`config.mk`:
```
export PLATFORM = sky130hd
export DESIGN_NAME = layer_ctrl_flat
export DESIGN_NICKNAME = d
export VERILOG_FILES = /design/src/rtl/layer_if.sv /design/src/rtl/layer_ctrl.sv /design/src/flat_wrapper.sv
export SDC_FILE = /design/constraint.sdc
export NUM_CORES = 1
export LEC_CHECK = 0
export CORE_UTILIZATION = 50
export CTS_BUF_LIST = sky130_fd_sc_hd__clkbuf_8
export DETAILED_ROUTE_END_ITERATION = 16
export MAX_ROUTING_LAYER = met4
export PLACE_DENSITY = 0.88
export SLEW_MARGIN = 20
export SYNTH_ARGS = -nofsm -noshare
export SYNTH_HDL_FRONTEND = slang
export SYNTH_SLANG_ARGS = --single-unit
```
`constraint.sdc`:
```
create_clock -name clk -period 3 [get_ports clk]
set_input_delay 0.45 -clock clk [delete_from_list [all_inputs] [get_ports clk]]
set_output_delay 0.45 -clock clk [all_outputs]
set_load 0.02 [all_outputs]
```
`src/rtl/layer_if.sv`:
```
// Bus between layer_ctrl, its upstream source, the neurons of the layer and the downstream consumer.
// master is the controller side; slave is the environment (source, neurons, sink).
interface layer_if #(
    parameter int NUM_NEURON = 30,
    parameter int DATA_WIDTH = 16
);
    logic [DATA_WIDTH-1:0]            in_data;
    logic                             in_valid;
    logic                             in_ready;
    logic [DATA_WIDTH-1:0]            neuron_in;
    logic                             neuron_in_valid;
    logic [NUM_NEURON*DATA_WIDTH-1:0] neuron_out;
    logic [NUM_NEURON-1:0]            neuron_outvalid;
    logic [DATA_WIDTH-1:0]            out_data;
    logic                             out_valid;
    logic                             out_ready;
    logic                             busy;
    logic                             layer_done;
    logic [1:0]                       err;

    modport master (
        input  in_data, in_valid, neuron_out, neuron_outvalid, out_ready,
        output in_ready, neuron_in, neuron_in_valid, out_data, out_valid,
        output busy, layer_done, err
    );

    modport slave (
        output in_data, in_valid, neuron_out, neuron_outvalid, out_ready,
        input  in_ready, neuron_in, neuron_in_valid, out_data, out_valid,
        input  busy, layer_done, err
    );
endinterface

```
`src/rtl/layer_ctrl.sv`:
```
// Sequencer for one fully-connected layer: broadcasts activations to all neurons, gathers
// their results, then serialises them downstream over a valid/ready handshake.
module layer_ctrl #(
    parameter int NUM_NEURON = 30,
    parameter int NUM_WEIGHT = 784,
    parameter int DATA_WIDTH = 16,
    parameter int TIMEOUT    = 4096
) (
    input logic    clk,
    input logic    rst,
    layer_if.master bus
);
    localparam int CNT_W  = $clog2(NUM_WEIGHT + 1);
    localparam int WAIT_W = $clog2(TIMEOUT + 1);
    localparam int IDX_W  = (NUM_NEURON > 1) ? $clog2(NUM_NEURON) : 1;

    typedef enum logic [1:0] {
        S_IDLE  = 2'd0,
        S_FEED  = 2'd1,
        S_WAIT  = 2'd2,
        S_DRAIN = 2'd3
    } state_e;

    state_e                  state_q;
    logic [CNT_W-1:0]        in_cnt_q;
    logic [WAIT_W-1:0]       wait_cnt_q;
    logic [WAIT_W-1:0]       wait_cnt_d;
    logic [IDX_W-1:0]        out_idx_q;
    logic [NUM_NEURON-1:0]   done_q;
    logic [NUM_NEURON-1:0]   done_d;
    logic [DATA_WIDTH-1:0]   res_buf_q [NUM_NEURON];
    logic [DATA_WIDTH-1:0]   neuron_in_q;
    logic                    neuron_in_valid_q;
    logic                    layer_done_q;
    logic [1:0]              err_q;
    logic                    in_hs;
    logic                    out_hs;
    logic                    out_last;

    assign in_hs      = bus.in_valid & (state_q == S_FEED);
    assign out_hs     = bus.out_ready & (state_q == S_DRAIN);
    assign out_last   = (out_idx_q == IDX_W'(NUM_NEURON - 1));
    // Bits captured this cycle count toward completion, so DRAIN follows the last capture directly.
    assign done_d     = done_q | bus.neuron_outvalid;
    assign wait_cnt_d = wait_cnt_q + WAIT_W'(1);

    always_ff @(posedge clk) begin
        if (rst) begin
            state_q           <= S_IDLE;
            in_cnt_q          <= '0;
            wait_cnt_q        <= '0;
            out_idx_q         <= '0;
            done_q            <= '0;
            neuron_in_q       <= '0;
            neuron_in_valid_q <= 1'b0;
            layer_done_q      <= 1'b0;
            err_q             <= '0;
            for (int i = 0; i < NUM_NEURON; i++) begin
                res_buf_q[i] <= '0;
            end
        end else begin
            neuron_in_valid_q <= 1'b0;
            layer_done_q      <= 1'b0;
            case (state_q)
                S_IDLE: begin
                    state_q <= S_FEED;
                end
                S_FEED: begin
                    if (|bus.neuron_outvalid) begin
                        err_q[1] <= 1'b1;
                    end
                    if (in_hs) begin
                        neuron_in_q       <= bus.in_data;
                        neuron_in_valid_q <= 1'b1;
                        in_cnt_q          <= in_cnt_q + CNT_W'(1);
                        if (in_cnt_q == CNT_W'(NUM_WEIGHT - 1)) begin
                            state_q <= S_WAIT;
                        end
                    end
                end
                S_WAIT: begin
                    for (int i = 0; i < NUM_NEURON; i++) begin
                        if (bus.neuron_outvalid[i]) begin
                            res_buf_q[i] <= bus.neuron_out[i*DATA_WIDTH +: DATA_WIDTH];
                        end
                    end
                    done_q     <= done_d;
                    wait_cnt_q <= wait_cnt_d;
                    // A neuron set completing on the timeout cycle is treated as a normal finish.
                    if (&done_d) begin
                        state_q <= S_DRAIN;
                    end else if (wait_cnt_d == WAIT_W'(TIMEOUT)) begin
                        err_q[0] <= 1'b1;
                        state_q  <= S_DRAIN;
                    end
                end
                S_DRAIN: begin
                    if (|bus.neuron_outvalid) begin
                        err_q[1] <= 1'b1;
                    end
                    if (out_hs) begin
                        if (out_last) begin
                            in_cnt_q     <= '0;
                            out_idx_q    <= '0;
                            wait_cnt_q   <= '0;
                            done_q       <= '0;
                            layer_done_q <= 1'b1;
                            state_q      <= S_FEED;
                            for (int i = 0; i < NUM_NEURON; i++) begin
                                res_buf_q[i] <= '0;
                            end
                        end else begin
                            out_idx_q <= out_idx_q + IDX_W'(1);
                        end
                    end
                end
                default: begin
                    state_q <= S_IDLE;
                end
            endcase
        end
    end

    assign bus.in_ready        = (state_q == S_FEED);
    assign bus.neuron_in       = neuron_in_q;
    assign bus.neuron_in_valid = neuron_in_valid_q;
    assign bus.out_valid       = (state_q == S_DRAIN);
    assign bus.out_data        = (state_q == S_DRAIN) ? res_buf_q[out_idx_q] : '0;
    assign bus.busy            = ((state_q == S_FEED) && (in_cnt_q != '0)) ||
                                 (state_q == S_WAIT) || (state_q == S_DRAIN);
    assign bus.layer_done      = layer_done_q;
    assign bus.err             = err_q;
endmodule
```
`src/flat_wrapper.sv`:
```
// flat-port wrapper written by rule: the top's interface ports become plain ports
module layer_ctrl_flat 
#(
    parameter int NUM_NEURON = 30,
    parameter int NUM_WEIGHT = 784,
    parameter int DATA_WIDTH = 16,
    parameter int TIMEOUT    = 4096
)
  (clk, rst, bus_in_data, bus_in_valid, bus_neuron_out, bus_neuron_outvalid, bus_out_ready, bus_in_ready, bus_neuron_in, bus_neuron_in_valid, bus_out_data, bus_out_valid, bus_busy, bus_layer_done, bus_err);
  layer_if #(.NUM_NEURON(NUM_NEURON), .DATA_WIDTH(DATA_WIDTH)) bus_i ();
  input logic clk;
  input logic rst;
  input wire logic [$bits(bus_i.in_data)-1:0] bus_in_data;
  input wire logic [$bits(bus_i.in_valid)-1:0] bus_in_valid;
  input wire logic [$bits(bus_i.neuron_out)-1:0] bus_neuron_out;
  input wire logic [$bits(bus_i.neuron_outvalid)-1:0] bus_neuron_outvalid;
  input wire logic [$bits(bus_i.out_ready)-1:0] bus_out_ready;
  output wire logic [$bits(bus_i.in_ready)-1:0] bus_in_ready;
  output wire logic [$bits(bus_i.neuron_in)-1:0] bus_neuron_in;
  output wire logic [$bits(bus_i.neuron_in_valid)-1:0] bus_neuron_in_valid;
  output wire logic [$bits(bus_i.out_data)-1:0] bus_out_data;
  output wire logic [$bits(bus_i.out_valid)-1:0] bus_out_valid;
  output wire logic [$bits(bus_i.busy)-1:0] bus_busy;
  output wire logic [$bits(bus_i.layer_done)-1:0] bus_layer_done;
  output wire logic [$bits(bus_i.err)-1:0] bus_err;
  assign bus_i.in_data = bus_in_data;
  assign bus_i.in_valid = bus_in_valid;
  assign bus_i.neuron_out = bus_neuron_out;
  assign bus_i.neuron_outvalid = bus_neuron_outvalid;
  assign bus_i.out_ready = bus_out_ready;
  assign bus_in_ready = bus_i.in_ready;
  assign bus_neuron_in = bus_i.neuron_in;
  assign bus_neuron_in_valid = bus_i.neuron_in_valid;
  assign bus_out_data = bus_i.out_data;
  assign bus_out_valid = bus_i.out_valid;
  assign bus_busy = bus_i.busy;
  assign bus_layer_done = bus_i.layer_done;
  assign bus_err = bus_i.err;
  layer_ctrl #(.NUM_NEURON(NUM_NEURON), .NUM_WEIGHT(NUM_WEIGHT), .DATA_WIDTH(DATA_WIDTH), .TIMEOUT(TIMEOUT)) u_core (.clk(clk), .rst(rst), .bus(bus_i));
endmodule
```
=== After elaboration in Yosys (flattened, before gate mapping) ===
Memory sizes are Yosys's and may differ from the RTL's. A register that Yosys moved wholly into a read port is not among the register bits.
Index checks and enable logic that the tools add are counted.

* Add/sub/neg operators: 3
* Equal/unequal tests: 11
* Multiplexer cells: 209
* Bitwise gates (word level): 65
* Reductions and logical operators: 18

{| class="wikitable"
|+ Operators by type and width
! operator !! number
|-
| 16-bit two-way mux || 61
|-
| 1-bit two-way mux || 128
|-
| 30-bit two-way mux || 2
|-
| 1-bit bitwise OR || 60
|-
| 30-bit case mux with 2 select lines || 1
|-
| 10-bit two-way mux || 3
|-
| 30-bit bitwise OR || 1
|-
| 30-bit AND reduction || 1
|-
| 30-bit OR reduction || 1
|-
| 13-bit two-way mux || 2
|-
| 13-bit case mux with 2 select lines || 1
|-
| 10-bit case mux with 2 select lines || 1
|-
| 5-bit two-way mux || 3
|-
| 13-bit by 1-bit adder with 13-bit output, second input constant || 1
|-
| 13-bit equality test, second input constant || 1
|-
| 2-bit two-way mux || 6
|-
| 10-bit by 1-bit adder with 10-bit output, second input constant || 1
|-
| 10-bit equality test, second input constant || 1
|-
| 10-bit nonzero test || 1
|-
| 2-bit by 1-bit inequality test with 1-bit output, second input constant || 4
|-
| 2-bit case mux with 4 select lines || 1
|-
| 2-bit AND reduction || 3
|-
| 3-bit AND reduction || 2
|-
| 5-bit by 1-bit adder with 5-bit output, second input constant || 1
|-
| 13 further kinds || 19
|}

* Register bits: 80
* Bits in writable memories: 480
* Bits of input ports: 530
* Output and inout bits: 39
* Logic and storage cells: 317
* Memories kept: 1

{| class="wikitable"
|+ Memories
! memory !! depth !! width !! read ports !! clocked after memory_dff !! write ports !! RTL line !! RTL
|-
| u_core.res_buf_q || 30 || 16 || 1 || 1 || 30 || layer_ctrl.sv:31 || <nowiki>logic [DATA_WIDTH-1:0] res_buf_q [NUM_NEURON];</nowiki>
|}

=== Longest topological paths before layout ===
Gate-level depths: netlist of the first run.

* Depth in word-level cells: 7
* Mapped depth: 9
* Depth with buffers taken out: 8

=== Least setup slack after synthesis of the first run ===
No wires, ideal clock.

* Path kind: reg-to-output
* Start point: register (tool-made name)
* End point: output port bus_out_data[0]
* Data arrival time: 1.982 ns
* Required time: 2.550 ns
* Path slack: 0.568 ns
* Stages on the path, launching flop included: 7
* Buffers on the path: 2
* Cell sequence: dfxtp_1 > buf_2 > buf_2 > mux4_2 > mux4_2 > mux2i_1 > nor2b_1

{| class="wikitable"
|+ RTL lines
! what !! RTL line !! RTL
|-
| end: declaration || flat_wrapper.sv:21 || <nowiki>output wire logic [$bits(bus_i.out_data)-1:0] bus_out_data;</nowiki>
|}

==> results of run 1 <==
==> final timing paths <==
kind	startpoint	endpoint	slack (ps)	depth (start not counted)
worst max-delay path	flop	bus_out_data[2]	-410	8
worst min-delay path	bus_neuron_out[467]	u_core.res_buf_q[29][3]	330	3
worst max register to register	u_core.state_q[0]	u_core.res_buf_q[26][2]	210	7
worst min register to register	u_core.bus.err[1]	u_core.bus.err[1]	450	2
==> state kept, by name (all words and copies together), names as in the netlist, named ones only <==
signal,cells
u_core.state_q,2
u_core.res_buf_q,480
u_core.bus.layer_done,1
u_core.in_cnt_q,10
u_core.bus.neuron_in_valid,1
u_core.done_q,30
u_core.bus.neuron_in,16
u_core.bus.err,2
u_core.out_idx_q,5
u_core.wait_cnt_q,13
==> synthesized netlist by cell type (4+ instances only) <==
library cell	instances	area share (%)
nand2_1	441	6.7
dfxtp_1	309	25
and3_1	265	6.7
a21oi_1	262	5.3
edfxtp_1	256	31
clkbuf_1	146	2.2
mux4_2	144	13
nor2_1	94	1.4
a22oi_1	32	0.97
buf_2	31	0.62
nor2b_1	21	0.53
a21o_1	18	0.54
and2_1	18	0.45
mux2i_1	17	0.68
o22ai_1	17	0.43
mux2_2	16	0.73
nor4_1	13	0.33
nand4_1	12	0.30
buf_1	11	0.17
o21ai_0	11	0.22
ha_1	10	0.50
xnor2_1	10	0.35
inv_1	8	0.12
nor3_1	7	0.14
xor2_1	7	0.25
buf_4	6	0.18
and4_1	5	0.18
a211oi_1	4	0.12
a31oi_1	4	0.10
nand3_1	4	0.081
==> routing by layer <==
| layer | wire length [um] | GRT usage (%) | vias up |
|---|---|---|---|
| met5 | 0 | - | - |
| met4 | 6750 | 24.9 | 0 |
| met3 | 10600 | 6.91 | 323 |
| met2 | 48000 | 64.3 | 1750 |
| met1 | 37200 | 50.7 | 10600 |
| li1 | - | - | 9290 |
==> repair_timing <==
action | CTS | global route
endpoints found under the setup margin | 18 | 17
gates resized for setup | 107 | 10
gates cloned | 4 | 1
buffers inserted | 14 | 1
==> report_power, final <==
part / switching [W] / internal, W / leakage (nW)
Sequential: 0.000454 / 0.00878 / 5.16
Combinational: 0.00208 / 0.00178 / 6.74
Clock: 0.00320 / 0.00414 / 1.12
Total: 0.00574 / 0.0147 / 13.0
==> final cells by class <==
class	count	area, um2
tap	664	831
clock buffer	108	1490
fill	3518	14900
multi-input combinational	1458	10200
antenna	8	20.0
timing repair buffer	694	7080
clock inverter	59	512
inverter	8	30.0
sequential	565	13900
==> cell families after synthesis <==
| family | Yosys count | share of synthesized area [%] |
|---|---|---|
| compound gates | 352 | 7.79 |
| xor+xnor | 17 | 0.599 |
| fa+ha+maj | 10 | 0.504 |
| buf+inv | 204 | 3.34 |
| flops | 565 | 55.8 |
| mux | 179 | 14.6 |
| simple gates | 900 | 17.4 |
==> worst max-delay path: cells and delay by family (launching register included) <==
family / cells / cell delay, ps
muxes: 3 / 1320
DFF: 1 / 370
buffers and inverters: 4 / 520
and+or+nand+nor: 1 / 90
==> metrics by stage <==
| stage | std cells | TNS [ps] | total power (W) | util [%] | hold WS [ps] |
|---|---|---|---|---|---|
| 6_report | 3564 | -5090 | 0.0204 | 69.5 | 331 |
| 5_1_grt | 3562 | -6180 | 0.0210 | 69.5 | 338 |
| 4_1_cts | 3555 | -5730 | 0.0203 | 69.4 | 302 |
| 3_5_place_dp | 3370 | -549 | 0.0130 | 64.7 | 442 |
| 3_3_place_gp | 3370 | -152 | 0.0129 | 64.7 | 437 |
| 2_1_floorplan | 2227 | 0 | 0.0109 | - | 433 |
==> results.md, run 1 <==
| Quantity | Value | Unit |
|:---|:---|:---|
| Run status | finished with violations | - |
| Failing checks | setup timing | - |
| Final number of max-transition violations | 0 | - |
| Top_reg_cell synth | dfxtp_1 | - |
| Via Count | 22000 | - |
| Delay of the slowest cell on the worst path | 590 | ps |
| Vias in the first global route | 21300 | - |
| Slew at the pin closest to its max-slew limit | 930 | ps |
| Period utilisation layout | 114 | % |
| Number of top-level pins | 569 | - |
| Most common cell after layout, fill and taps aside | clkdlybuf4s50_1 | - |
| Synthesized instance count | 2227 | - |
| Worst-skew pair later-pin latency | 680 | ps |
| Global-route congestion overflow total | 0 | - |
| Hold Buf Count CTS | 0 | - |
| Number of endpoints with negative hold slack in the final report | 0 | - |
| Async SR Flop Fraction | 0 | % |
| Worst slew margin relative to its limit | 37.9 | % |
| Kind of path behind the tightest hold check | in -> reg | - |
| Clock root buffer master | clkbuf_8 | - |
| Minimum setup slack after placement | -53.6 | ps |
| Area of the die | 50600 | um2 |
| Number of rows created at floorplan | 81 | - |
| Clock transition at path regs | 60 | ps |
| GR Util All Layers | 41.3 | % |
| PD cells | 600 | nW/um2 |
| Vias per cell | 6.17 | - |
| CTS tree | yes | - |
| Maximum vdd drop | 0.405 | mV |
| Static Leak | 13.0 | nW |
| Post-place instance area | 31700 | um2 |
| Post-synth design cell area | 24800 | um2 |
| Top library cells by usage in the layout, fill and taps aside | clkdlybuf4s50_1, nand2_1, dfxtp_1 | - |
| Count of nets after finishing | 3359 | - |
| Count of state elements after synthesis | 565 | - |
| Floorplan core area | 49000 | um2 |
| Worst path slowest cell | mux4_2 | - |
| Area growth from synthesis to final layout | 37.0 | % |
| Maximum number of pins on one net before global-route repair | 147 | - |
| Post-Syn Nets | 2767 | - |
| Seq/Total Area, Yosys | 55.8 | % |
| Number of buffers added by the clock tree synthesis step | 92 | - |
| Worst clock skew | 28.7 | ps |
| Non-Filler Cell Area, Final | 34000 | um2 |
| Number of iterations in the first detailed-routing pass | 6 | - |
| Post-detailed-route DRC marker count | 0 | - |
| Fraction of layout instances using a drive strength above 1 | 15.9 | % |
| Total detailed-routing wirelength | 103000 | um |
| Count of input and output buffers | 568 | - |
| CP arrival | 2960 | ps |
| Final setup violation count | 16 | - |
| Initial antenna violation count | 6 | - |
| Setup Crit Path Kind | reg -> out | - |
| Shortest period the worst path allows | 3410 | ps |
| Element type at the critical path end | primary output | - |
| Number of synthesized flops with an enable pin | 256 | - |
| Setup repair after global routing missed its margin | yes | - |
| Final weighted congestion of routability-driven global placement | 1.04 | - |
| Htree depth | 3 | - |
| Starting Density | 50.8 | % |
| Violation count after the first detailed-route iteration | 3030 | - |
| Worst Setup Slack, final | -408 | ps |
| Post-synthesis cell type count | 46 | - |
| DIE WIDTH | 225 | um |
| ANT nets after route | 0 | - |
| Warnings, synthesis | 0 | - |
| Required time worst endpoint | 2550 | ps |
| Count of maximum capacitance violations | 0 | - |
| Global-route wire length before repair | 144000 | um |
| Total clock sinks | 565 | - |
| Average cell area after synthesis | 11.2 | um2 |
| Die span in y | 225 | um |
| Max frequency | 293 | MHz |
| Clk buf depth | 3 | - |
| Critical path launch point type | flop | - |
| Average wire per cell in the routed design | 28.8 | um |
| Top fanout value on the critical path | 6 | - |
| Worst path cell trace | buf_12, buf_8, buf_6, mux4_2, mux4_2, mux2i_1, nor2b_2, buf_6 | - |
| Post-DP HPWL | 78200 | um |
No activity file was read; power rests on OpenSTA's default activity.
==> run 2: changes to the inputs <==
Settings changed: ABC_CLOCK_PERIOD_IN_PS from default to 3000, SETUP_SLACK_MARGIN from default to 0.2.
==> results.md, run 2 (synthesis gave the netlist of run 1 again) <==
| Quantity | Value | Unit | vs previous |
|:---|:---|:---|:---|
| Shortest period the worst path allows | 3400 | ps | was 3410 ps |
| Final weighted congestion of routability-driven global placement | 1.04 | - | unchanged |
| Floorplan core area | 49000 | um2 | unchanged |
| Starting Density | 50.8 | % | unchanged |
| Minimum setup slack after placement | -53.6 | ps | unchanged |
| CP delay by family, top | multiplexers | - | unchanged |
| Average wire per cell in the routed design | 28.7 | um | was 28.8 um |
| Worst slew margin relative to its limit | 53.0 | % | was 37.9% |
| Total power after layout | 0.0204 | W | about the same |
| Vias in the first global route | 21300 | - | about the same |
| Max FFs per register | 480 | - | unchanged |
| Maximum number of pins on one net before global-route repair | 147 | - | unchanged |
| Initial antenna violation count | 6 | - | unchanged |
| Htree depth | 3 | - | unchanged |
| Setup repair after global routing missed its margin | yes | - | unchanged |
| CTS tree | yes | - | unchanged |
| Via Count | 22000 | - | about the same |
| Number of rows created at floorplan | 81 | - | unchanged |
| Final-layout setup total negative slack | -5210 | ps | was -5090 ps |
| Clk buf depth | 3 | - | unchanged |
| Number of top-level pins | 569 | - | unchanged |
| Period utilisation layout | 113 | % | was 114% |
| Post-detailed-route DRC marker count | 0 | - | unchanged |
| Clock transition at path regs | 60 | ps | about the same |
| Worst-skew pair later-pin latency | 680 | ps | about the same |
| Vias per cell | 6.17 | - | about the same |
| ANT nets after route | 0 | - | unchanged |
| Max frequency | 294 | MHz | was 293 MHz |
| Layout Utilization | 69.6 | % | was 69.5% |
| Area of the die | 50600 | um2 | unchanged |
| Global-route congestion overflow total | 0 | - | unchanged |
| Worst clock skew | 27.4 | ps | was 28.7 ps |
| Slew at the pin closest to its max-slew limit | 703 | ps | was 930 ps |
| Top library cells by usage in the layout, fill and taps aside | clkdlybuf4s50_1, nand2_1, dfxtp_1 | - | unchanged |
| Delay of the slowest cell on the worst path | 580 | ps | was 590 ps |
| Global-route wire length before repair | 144000 | um | about the same |
| Required time worst endpoint | 2550 | ps | about the same |
| Number of fill cells in the layout | 3517 | - | was 3518 |
| Total detailed-routing wirelength | 102000 | um | was 103000 um |
| Element type at the critical path end | primary output | - | unchanged |
| Number of endpoints with negative hold slack in the final report | 0 | - | unchanged |
| Die span in y | 225 | um | unchanged |
| Setup Crit Path Kind | reg -> out | - | unchanged |
| Area growth from synthesis to final layout | 37.2 | % | was 37.0% |
| Count of input and output buffers | 568 | - | unchanged |
| Worst path slowest cell | mux4_2 | - | unchanged |
| Maximum vdd drop | 0.400 | mV | was 0.405 mV |
| Critical path launch point type | flop | - | unchanged |
| Worst path cell trace | buf_12, buf_8, buf_6, mux4_2, mux4_2, mux2i_1, nor2b_2, buf_6 | - | unchanged |
| Run status | finished with violations | - | unchanged |
| DIE WIDTH | 225 | um | unchanged |
| Failing checks | setup timing | - | unchanged |
| CP arrival | 2950 | ps | was 2960 ps |
| Static Leak | 13.0 | nW | about the same |
| Worst Setup Slack, final | -404 | ps | was -408 ps |
| CP Buf/Inv Count | 4 | - | unchanged |
| Kind of path behind the tightest hold check | in -> reg | - | unchanged |
| Final setup violation count | 16 | - | unchanged |
| Count of maximum capacitance violations | 0 | - | unchanged |
| Total clock sinks | 565 | - | unchanged |
| Fraction of layout instances using a drive strength above 1 | 16.2 | % | was 15.9% |
| Number of buffers added by the clock tree synthesis step | 92 | - | unchanged |
| GR Util All Layers | 41.3 | % | about the same |
| Post-DP HPWL | 78200 | um | unchanged |
| Count of nets after finishing | 3359 | - | unchanged |
| Most flop-heavy register | u_core.res_buf_q | - | unchanged |
| Number of iterations in the first detailed-routing pass | 6 | - | unchanged |
| Violation count after the first detailed-route iteration | 3096 | - | was 3030 |
| Clock root buffer master | clkbuf_8 | - | unchanged |
| Hold Buf Count CTS | 0 | - | unchanged |
| Most common cell after layout, fill and taps aside | clkdlybuf4s50_1 | - | unchanged |
| Final number of max-transition violations | 0 | - | unchanged |
| Top fanout value on the critical path | 6 | - | unchanged |
| Hold Worst Slack | 331 | ps | about the same |
| PD cells | 600 | nW/um2 | about the same |
[run 2: cell count changes in the layout (fill, tap and decap cells not counted)]
| cell | delta |
|---|---|
| and2_1 | -2 |
| and2_2 | +2 |
| buf_16 | +1 |
| buf_4 | -1 |
| clkdlybuf4s50_1 | -1 |
| dlygate4sd2_1 | +1 |
| nand2_1 | -5 |
| nand2_2 | +5 |
[run 2: final cells by class]
class	count	area (um2)	share of cell area (%)
Antenna cell	8	20.0	0.0588
Timing Repair Buffer	694	7100	20.8
Inverter	8	30.0	0.0881
Clock buffer	108	1490	4.36
Multi-Input combinational cell	1458	10200	30.0
Tap cell	664	831	2.44
Clock inverter	59	512	1.50
Sequential cell	565	13900	40.7
[run 2: path summary, 6_finish.rpt]
| check | cells after the start | endpoint | from | slack (ps) |
|---|---|---|---|---|
| setup / recovery | 8 | bus_out_data[2] | flop | -400 |
| hold / removal | 3 | u_core.res_buf_q[29][3] | bus_neuron_out[467] | 330 |
| setup reg to reg | 7 | u_core.res_buf_q[23][11] | u_core.state_q[0] | 310 |
| hold reg to reg | 2 | u_core.bus.err[1] | u_core.bus.err[1] | 450 |
[run 2: power by group]
part	internal [W]	leakage (nW)	switching, W
combinational	0.00178	6.76	0.00208
sequential	0.00878	5.16	0.000451
clock	0.00414	1.12	0.00321
[run 2: worst register-to-register path, delay by kind of cell, from the launching register on]
family / cells / cell delay [ps]
fa+ha+maj: 1 / 370
buf+inv: 2 / 660
compound gates: 1 / 80
simple gates: 3 / 1100
flops: 1 / 370
[run 2: what timing repair did]
item | 4_1_cts | 5_1_grt
cloned | 4 | 1
hold endpoints to repair | 0 | 0
setup endpoints to repair | 477 | 71
setup buffers | 14 | 0
resized for setup | 109 | 16
[run 2: metrics by stage]
| step | cells | cell area (um2) |
|---|---|---|
| floorplan | 2227 | 24800 |
| global placement | 3370 | 31700 |
| detailed placement | 3370 | 31700 |
| CTS | 3555 | 34000 |
| global route | 3562 | 34100 |
| finish | 3564 | 34100 |
[run 2: layer usage]
layer,track usage [%],vias to the layer above,part of all wire (%)
li1,-,9279,-
met1,50.7,10600,36
met2,64.2,1780,47
met3,7.11,326,11
met4,25.1,0,6.8
met5,-,-,0
